==> src/rtl/hilo_pkg.sv <==
// Shared types and limits for the HI/LO iterative divider.
package hilo_pkg;

  typedef enum logic [1:0] {
    IDLE = 2'd0,
    DIV  = 2'd1,
    DONE = 2'd2
  } div_state_t;

  localparam int DIV_MAX_WIDTH = 64;

endpackage

==> src/rtl/hilo_divider_div_step.sv <==
// One radix-2 restoring iteration: shift {rem, quo} left, trial-subtract, keep or restore.
module div_step #(
  parameter int WIDTH = 32
) (
  input  logic [WIDTH-1:0] i_rem,
  input  logic [WIDTH-1:0] i_quo,
  input  logic [WIDTH-1:0] i_dvsr,
  output logic [WIDTH-1:0] o_rem,
  output logic [WIDTH-1:0] o_quo
);

  logic [WIDTH:0] w_shift;
  logic [WIDTH:0] w_diff;
  logic           w_neg;

  // Remainder stays below the divisor, so the shifted value and the trial
  // difference both fit in WIDTH+1 bits; the top bit of the difference is its sign.
  assign w_shift = {i_rem, i_quo[WIDTH-1]};
  assign w_diff  = w_shift - {1'b0, i_dvsr};
  assign w_neg   = w_diff[WIDTH];

  assign o_rem = w_neg ? w_shift[WIDTH-1:0] : w_diff[WIDTH-1:0];
  assign o_quo = {i_quo[WIDTH-2:0], ~w_neg};

endmodule

==> src/rtl/hilo_divider.sv <==
// Iterative DIV/DIVU engine for the execute stage: WIDTH restoring iterations,
// sign fix-up, divide-by-zero result, and abort on pipeline flush.
module hilo_divider
  import hilo_pkg::*;
#(
  parameter int WIDTH = 32
) (
  input  logic             clk,
  input  logic             rst,
  input  logic             start,
  input  logic             sign_mode,
  input  logic [WIDTH-1:0] dividend,
  input  logic [WIDTH-1:0] divisor,
  input  logic             cancel,
  output logic             busy,
  output logic             valid,
  output logic [WIDTH-1:0] hi,
  output logic [WIDTH-1:0] lo
);

  localparam int CW = $clog2(WIDTH + 1);

  div_state_t       r_state;
  logic [CW-1:0]    r_cnt;
  logic [WIDTH-1:0] r_rem;
  logic [WIDTH-1:0] r_quo;
  logic [WIDTH-1:0] r_dvsr;
  logic             r_qneg;
  logic             r_rneg;
  logic [WIDTH-1:0] r_hi;
  logic [WIDTH-1:0] r_lo;

  logic             w_accept;
  logic             w_a_neg;
  logic             w_b_neg;
  logic [WIDTH-1:0] w_abs_a;
  logic [WIDTH-1:0] w_abs_b;
  logic [WIDTH-1:0] w_rem_nxt;
  logic [WIDTH-1:0] w_quo_nxt;
  logic [WIDTH-1:0] w_hi_fix;
  logic [WIDTH-1:0] w_lo_fix;

  assign w_accept = (r_state == IDLE) && start && !cancel;
  assign w_a_neg  = sign_mode && dividend[WIDTH-1];
  assign w_b_neg  = sign_mode && divisor[WIDTH-1];
  assign w_abs_a  = w_a_neg ? -dividend : dividend;
  assign w_abs_b  = w_b_neg ? -divisor  : divisor;

  div_step #(.WIDTH(WIDTH)) u_step (
    .i_rem  (r_rem),
    .i_quo  (r_quo),
    .i_dvsr (r_dvsr),
    .o_rem  (w_rem_nxt),
    .o_quo  (w_quo_nxt)
  );

  // Sign fix-up is applied to the final iteration's result so that hi/lo are
  // already visible in the DONE cycle alongside valid.
  assign w_lo_fix = r_qneg ? -w_quo_nxt : w_quo_nxt;
  assign w_hi_fix = r_rneg ? -w_rem_nxt : w_rem_nxt;

  // NOTE: every register here is written with <= so all state advances together
  // on the clock edge; a blocking = would let later statements see new values.
  always_ff @(posedge clk) begin
    if (rst) begin
      r_state <= IDLE;
      r_cnt   <= '0;
      r_rem   <= '0;
      r_quo   <= '0;
      r_dvsr  <= '0;
      r_qneg  <= 1'b0;
      r_rneg  <= 1'b0;
      r_hi    <= '0;
      r_lo    <= '0;
    end else if (cancel) begin
      r_state <= IDLE;
    end else begin
      case (r_state)
        IDLE: begin
          if (start) begin
            if (divisor == '0) begin
              r_hi    <= dividend;
              r_lo    <= '1;
              r_state <= DONE;
            end else begin
              r_rem   <= '0;
              r_quo   <= w_abs_a;
              r_dvsr  <= w_abs_b;
              r_qneg  <= w_a_neg ^ w_b_neg;
              r_rneg  <= w_a_neg;
              r_cnt   <= CW'(WIDTH);
              r_state <= DIV;
            end
          end
        end
        DIV: begin
          r_rem <= w_rem_nxt;
          r_quo <= w_quo_nxt;
          r_cnt <= r_cnt - 1'b1;
          if (r_cnt == CW'(1)) begin
            r_hi    <= w_hi_fix;
            r_lo    <= w_lo_fix;
            r_state <= DONE;
          end
        end
        DONE:    r_state <= IDLE;
        default: r_state <= IDLE;
      endcase
    end
  end

  assign busy  = w_accept || (r_state == DIV);
  assign valid = (r_state == DONE);
  assign hi    = r_hi;
  assign lo    = r_lo;

endmodule

==> config.mk <==
export PLATFORM = sky130hd
export DESIGN_NAME = hilo_divider
export DESIGN_NICKNAME = d
export VERILOG_FILES = /design/src/rtl/hilo_pkg.sv /design/src/rtl/hilo_divider_div_step.sv /design/src/rtl/hilo_divider.sv
export SDC_FILE = /design/constraint.sdc
export NUM_CORES = 1
export LEC_CHECK = 0
export ABC_CLOCK_PERIOD_IN_PS = 7800
export CAP_MARGIN = 10
export CORE_MARGIN = 2
export CORE_UTILIZATION = 45
export DETAILED_ROUTE_END_ITERATION = 12
export PLACE_DENSITY = 0.66
export SYNTH_ARGS = -nofsm -noshare
export SYNTH_HDL_FRONTEND = slang
export SYNTH_SLANG_ARGS = --single-unit
==> constraint.sdc <==
create_clock -name clk -period 7.8 [get_ports clk]
set_input_delay 1.56 -clock clk [delete_from_list [all_inputs] [get_ports clk]]
set_output_delay 1.56 -clock clk [all_outputs]
set_load 0.05 [all_outputs]
==> metrics.csv, run 1 <==
metric;value;unit
status;complete, no violations;
Slew headroom;24.6;%
Die X;168;um
Layout area overhead;17.0;%
Net Sw Frac;35.3;%
kind of critical path;flip-flop to flip-flop;
Antenna Cells;0;
clock skew;0.0212;ns
largest net degree at the start of global routing;95;
final WL;39500;um
CP Max Fanout;14;
Pwr Density;169;nW/um^2
Placed Cells incl. Taps;2030;
CTS tree;done;
# Post-CTS Setup Buffers;0;
# IOs;135;
total grt overflow;0;
DRC errors left;0;
dpl hpwl;29400;um
via count;12400;
ANT nets after route;0;
port bufs;134;
area of the mapped netlist;12100;um^2
Syn Area/Cell;7.35;um^2
VDD IR-drop max;0.128;mV
CTS sink cnt;170;
CTS Hold Bufs;0;
root buf cell;clkbuf_16;
# fillers;2597;
Pre-antenna DRT Iters;5;
max_cap viols;0;
clock latency on the worst-skew pair;0.46;ns
nets@finish;1816;
vias in the first global route;11400;
register area share after synthesis;28.0;%
CTS Buffer Depth;2;
Worst EP arrival;6.31;ns
largest area contributor in the netlist;dfxtp_1;
Worst setup EP type;flip-flop;
Final GP Congestion;0.903;
synth cell count leaders;nor2_1, dfxtp_1, a21oi_1;
sequential power share;39.0;%
EDFF count, synth;0;
DR iter-0 viols;1106;
initial antenna violation count;0;
post-synth top area share;28.0;%
synthesized flop and latch total;170;
vias per cell;6.02;
Internal;1560;uW
first-pass GRT wire length;61800;um
top-count cell post-synth;nor2_1;
Ys Warns;0;
WL/cell;19.2;um
Synth cell types;75;
fin crit period;5.96;ns
clock share of power;36.3;%
Max H-tree Level;4;
die area;28300;um^2
Pleak;0.00537;uW
Rows;60;
final std cells w/o fill;2062;
top area cells in the synthesized netlist;dfxtp_1, nor2_1, a21oi_1, xor2_1, a211oi_1;
Primary FF master, synth;dfxtp_1;
Starting Density;45.5;%
TNS Setup;0;ns
Reg clk slew, reported paths;0.07;ns
overall routing resource usage;27.3;%
die height;168;um
layout cells sized above 1;4.36;%
Synth Net Count;1762;
Synth async-reset ratio;0;%
Pins Over Slew Limit;0;
Comb pwr share;24.7;%
Hold Path Class;flip-flop to flip-flop;
fmax;168;MHz
CTS Buf Count;17;
final setup fails;0;
critical path launch point type;flip-flop;
Final Hold Viols;0;
switching power;851;uW
post_cts resized;0;
worst slew pin tran;1.13;ns
core area;26700;um^2
crit share post-route;76.5;%
RSZ-0062 raised after global routing;false;
CP required;8.15;ns
cell count after synthesis;1654;
[metal layers]
| metal | GRT usage, % | share of wire (%) |
|---|---|---|
| met5 | 0 | 0 |
| met1 | 36.1 | 45 |
| met3 | 3.55 | 5.7 |
| met4 | 10.4 | 3.3 |
| met2 | 45.3 | 46 |
[power by group through the flow]
| stage | Clock, uW | Combinational [uW] | Sequential [uW] |
|---|---|---|---|
| finish | 874 | 595 | 937 |
| global route | 917 | 647 | 942 |
| detailed placement | 0 | 586 | 957 |
| CTS | 885 | 589 | 937 |
| global placement | 0 | 583 | 957 |
| floorplan | 0 | 359 | 990 |
[final cells by class]
| class | instances | area, um^2 | share of cell area, % |
|---|---|---|---|
| Clock buffer | 18 | 429 | 3.02 |
| Clock inverter | 14 | 173 | 1.22 |
| Inverter | 54 | 203 | 1.43 |
| Multi-Input combinational cell | 1315 | 8120 | 57.1 |
| Sequential cell | 170 | 3400 | 23.9 |
| Tap cell | 341 | 427 | 3.00 |
| Timing Repair Buffer | 150 | 1460 | 10.3 |
[sequential cells by signal, indices dropped and copies added, names as in the netlist]
register and flops:
r_rneg 1, r_dvsr 32, r_state 2, r_rem 32, r_cnt 6, lo 32, hi 32, r_qneg 1
r_quo 32
[worst max-delay path, stage by stage, from the launching register on]
cell and delay, ns:
dfxtp_1 0.50, ha_1 0.41, a21oi_1 0.42, o211ai_1 0.17
a221o_1 0.40, o221ai_1 0.26, nand3_1 0.59, nand2_2 0.39
mux2i_1 0.33, ha_1 0.31, nand2_1 0.09, nor4_1 0.42
nand4b_1 0.27, o41a_1 0.50, o41ai_2 0.26, xnor2_1 0.18
a2111oi_2 0.36
[worst paths after layout]
check | startpoint | to | slack [ns] | cells past startpoint
worst max register to register | r_rem[8] | hi[28] | 1.84 | 16
worst min register to register | r_dvsr[22] | r_dvsr[22] | 0.47 | 2
worst max-delay path | r_rem[8] | hi[28] | 1.84 | 16
worst min-delay path | r_dvsr[22] | r_dvsr[22] | 0.47 | 2
[logic make-up (layout without fill, tap and decap cells)]
kind of cell | after synthesis | count (layout) | share of synthesized area, %
flip-flops | 170 | 170 | 28.0
adder cells (fa/ha/maj) | 39 | 39 | 4.08
buffers and inverters | 169 | 236 | 5.38
AND/OR/NAND/NOR | 611 | 611 | 23.4
XOR/XNOR | 125 | 125 | 9.01
AO/OA/AOI/OAI | 513 | 513 | 27.9
multiplexers | 27 | 27 | 2.26
[metrics by stage]
| stage | utilization [%] | cell area (um^2) | total power [uW] | setup WS [ns] | hold WS, ns |
|---|---|---|---|---|---|
| floorplan | - | 12100 | 1350 | 2.79 | 0.432 |
| global placement | 50.9 | 13600 | 1540 | 1.96 | 0.443 |
| global route | 53.2 | 14200 | 2510 | 1.43 | 0.495 |
| finish | 53.2 | 14200 | 2410 | 1.84 | 0.472 |
| detailed placement | 50.9 | 13600 | 1540 | 1.95 | 0.461 |
| CTS | 53.2 | 14200 | 2410 | 1.95 | 0.475 |
[cells in the final DEF, fill, tap and decap left out, types with 15 or more instances in the layout]
master / netlist / layout
xor2_1: 72 / 72
or3_1: 22 / 21
nand2_1: 128 / 127
o21ai_0: 97 / 96
nand4_1: 15 / 15
nor2_1: 255 / 255
clkbuf_16: 0 / 17
inv_1: 53 / 53
clkdlybuf4s50_1: 0 / 133
mux2i_1: 24 / 24
o31ai_1: 24 / 24
xnor2_1: 53 / 53
a21oi_1: 137 / 137
a31oi_1: 29 / 29
nor3_1: 44 / 44
a311oi_1: 24 / 24
buf_4: 0 / 17
nor4_1: 20 / 20
nand3_1: 37 / 36
dfxtp_1: 170 / 170
a21o_1: 24 / 24
ha_1: 38 / 38
a211oi_1: 73 / 73
Power figures use the tool's default switching activity.
==> inputs of run 2 (changes only) <==
--- a/config.mk
+++ b/config.mk
@@ -5,7 +5,7 @@
 export SDC_FILE = /design/constraint.sdc
 export NUM_CORES = 1
 export LEC_CHECK = 0
-export ABC_CLOCK_PERIOD_IN_PS = 7800
+export ABC_CLOCK_PERIOD_IN_PS = 5900
 export CAP_MARGIN = 10
 export CORE_MARGIN = 2
 export CORE_UTILIZATION = 45
==> constraint.sdc (replaced) <==
create_clock -name clk -period 5.9 [get_ports clk]
set_input_delay 1.18 -clock clk [delete_from_list [all_inputs] [get_ports clk]]
set_output_delay 1.18 -clock clk [all_outputs]
set_load 0.05 [all_outputs]
==> metrics.csv, run 2 (same netlist as run 1, synthesis figures left out) <==
metric;value;unit
CTS Buf Count;17;
max_cap viols;0;
via count;12600;
vias per cell;6.09;
final WL;40500;um
nets@finish;1819;
Hold Path Class;flip-flop to flip-flop;
Rows;60;
CTS tree;done;
Slowest cell on crit path;o41a_1;
root buf cell;clkbuf_16;
WHS Path Cells;2;
# Post-CTS Setup Buffers;0;
total grt overflow;0;
Antenna Cells;0;
final setup fails;0;
kind of critical path;flip-flop to flip-flop;
fmax;197;MHz
Worst path top cell family by delay;compound AO/OA/AOI/OAI gates;
core area;26700;um^2
Final Core Density;53.3;%
dpl hpwl;30100;um
die height;168;um
TNS Setup;0;ns
VDD IR-drop max;0.163;mV
Final Hold Viols;0;
die area;28300;um^2
max incr delay on CP;0.49;ns
fin crit period;5.08;ns
Pwr Density;226;nW/um^2
Worst EP arrival;5.42;ns
# fillers;2601;
# IOs;135;
critical path launch point type;flip-flop;
port bufs;134;
RSZ-0062 raised after global routing;false;
CTS sink cnt;170;
status;complete, no violations;
crit share post-route;86.2;%
most used cell, CP;ha_1;
clock skew;0.0234;ns
DR iter-0 viols;1297;
CTS Hold Bufs;0;
Die X;168;um
Pwr Total;3220;uW
largest net degree at the start of global routing;91;
Max H-tree Level;4;
initial antenna violation count;0;
Pleak;0.00539;uW
Final GP Congestion;0.961;
ANT nets after route;0;
critical path, cell by cell;ha_1, a21oi_1, o211ai_1, a221o_1, o221ai_1, nand3_1, nand2_2, mux2i_1, ha_1, nand2_1, nor4_1, nand4b_1, o41a_1, o41ai_2, xnor2_1, a2111oi_2;
Worst Path Buf+Inv;0;
dpl cell area;13600;um^2
worst slew pin tran;1.19;ns
Worst setup EP type;flip-flop;
Layout area overhead;17.4;%
most frequent cells in the layout;nor2_1, dfxtp_1, a21oi_1;
Crit path depth;16;
vias in the first global route;11700;
first-pass GRT wire length;63700;um
Pre-antenna DRT Iters;6;
post_cts resized;0;
layout cells sized above 1;4.58;%
most common cell after layout, fill and taps aside;nor2_1;
CP required;6.24;ns
WL/cell;19.6;um
CP Max Fanout;11;
Reg clk slew, reported paths;0.08;ns
overall routing resource usage;28.1;%
Pins Over Slew Limit;0;
post-layout instance area;14300;um^2
Starting Density;45.5;%
cells on worst reg2reg path;16;
DRC errors left;0;
clock latency on the worst-skew pair;0.46;ns
CTS Buffer Depth;2;
Slew headroom;19.8;%
WHS;0.454;ns
[run 2: cell count changes in the layout (fill, tap and decap cells not counted), sizes merged]
cell,before,now
buf,17,20
[run 2: worst reg2reg max path, delay by kind of cell, from the launching register on]
| family | cells | cell delay [ns] |
|---|---|---|
| AO/OA/AOI/OAI | 7 | 2.30 |
| AND/OR/NAND/NOR | 5 | 1.02 |
| multiplexers | 1 | 0.33 |
| flip-flops | 1 | 0.48 |
| XOR/XNOR | 1 | 0.13 |
| adder cells (fa/ha/maj) | 2 | 0.71 |
[run 2: power breakdown]
| part | internal, uW | switching, uW | total, uW |
|---|---|---|---|
| combinational | 285 | 508 | 794 |
| clock | 589 | 597 | 1190 |
| sequential | 1200 | 42.9 | 1240 |
[run 2: final timing paths]
path                                  from    endpoint  slack, ns
worst max-delay path              r_rem[8]      hi[28]       0.82
worst min-delay path            r_dvsr[31]  r_dvsr[31]       0.45
worst max register to register    r_rem[8]      hi[28]       0.82
worst min register to register  r_dvsr[31]  r_dvsr[31]       0.45
[run 2: cell type report]
cell class              count  area (um^2)  area share [%]
well taps                 341          427            2.99
clock buffers              18          439            3.08
repair buffers            153         1490            10.5
inverters                  54          203            1.42
flip-flops and latches    170         3400            23.9
multi-input cells        1315         8120            56.9
clock inverters            14          175            1.23
[run 2: routing by layer]
metal	part of all wire, %	track usage, %
met3	6.0	3.67
met2	47	47.7
met5	0	0
met1	44	36.8
met4	2.8	9.78
[run 2: through the flow]
stage                     std cells  setup WS [ns]
final                          2065          0.816
after global routing           2065          0.376
after CTS                      2065          0.906
after detailed placement       2033          0.844
after global placement         2033          0.949
after floorplan                1654          0.893
==> inputs of run 3 (changes only) <==
--- a/config.mk
+++ b/config.mk
@@ -6,7 +6,6 @@
 export NUM_CORES = 1
 export LEC_CHECK = 0
 export ABC_CLOCK_PERIOD_IN_PS = 5900
-export CAP_MARGIN = 10
 export CORE_MARGIN = 2
 export CORE_UTILIZATION = 45
 export DETAILED_ROUTE_END_ITERATION = 12
==> results of run 3 <==
Same layout as run 2: the final DEF is identical, and so are final timing and power.
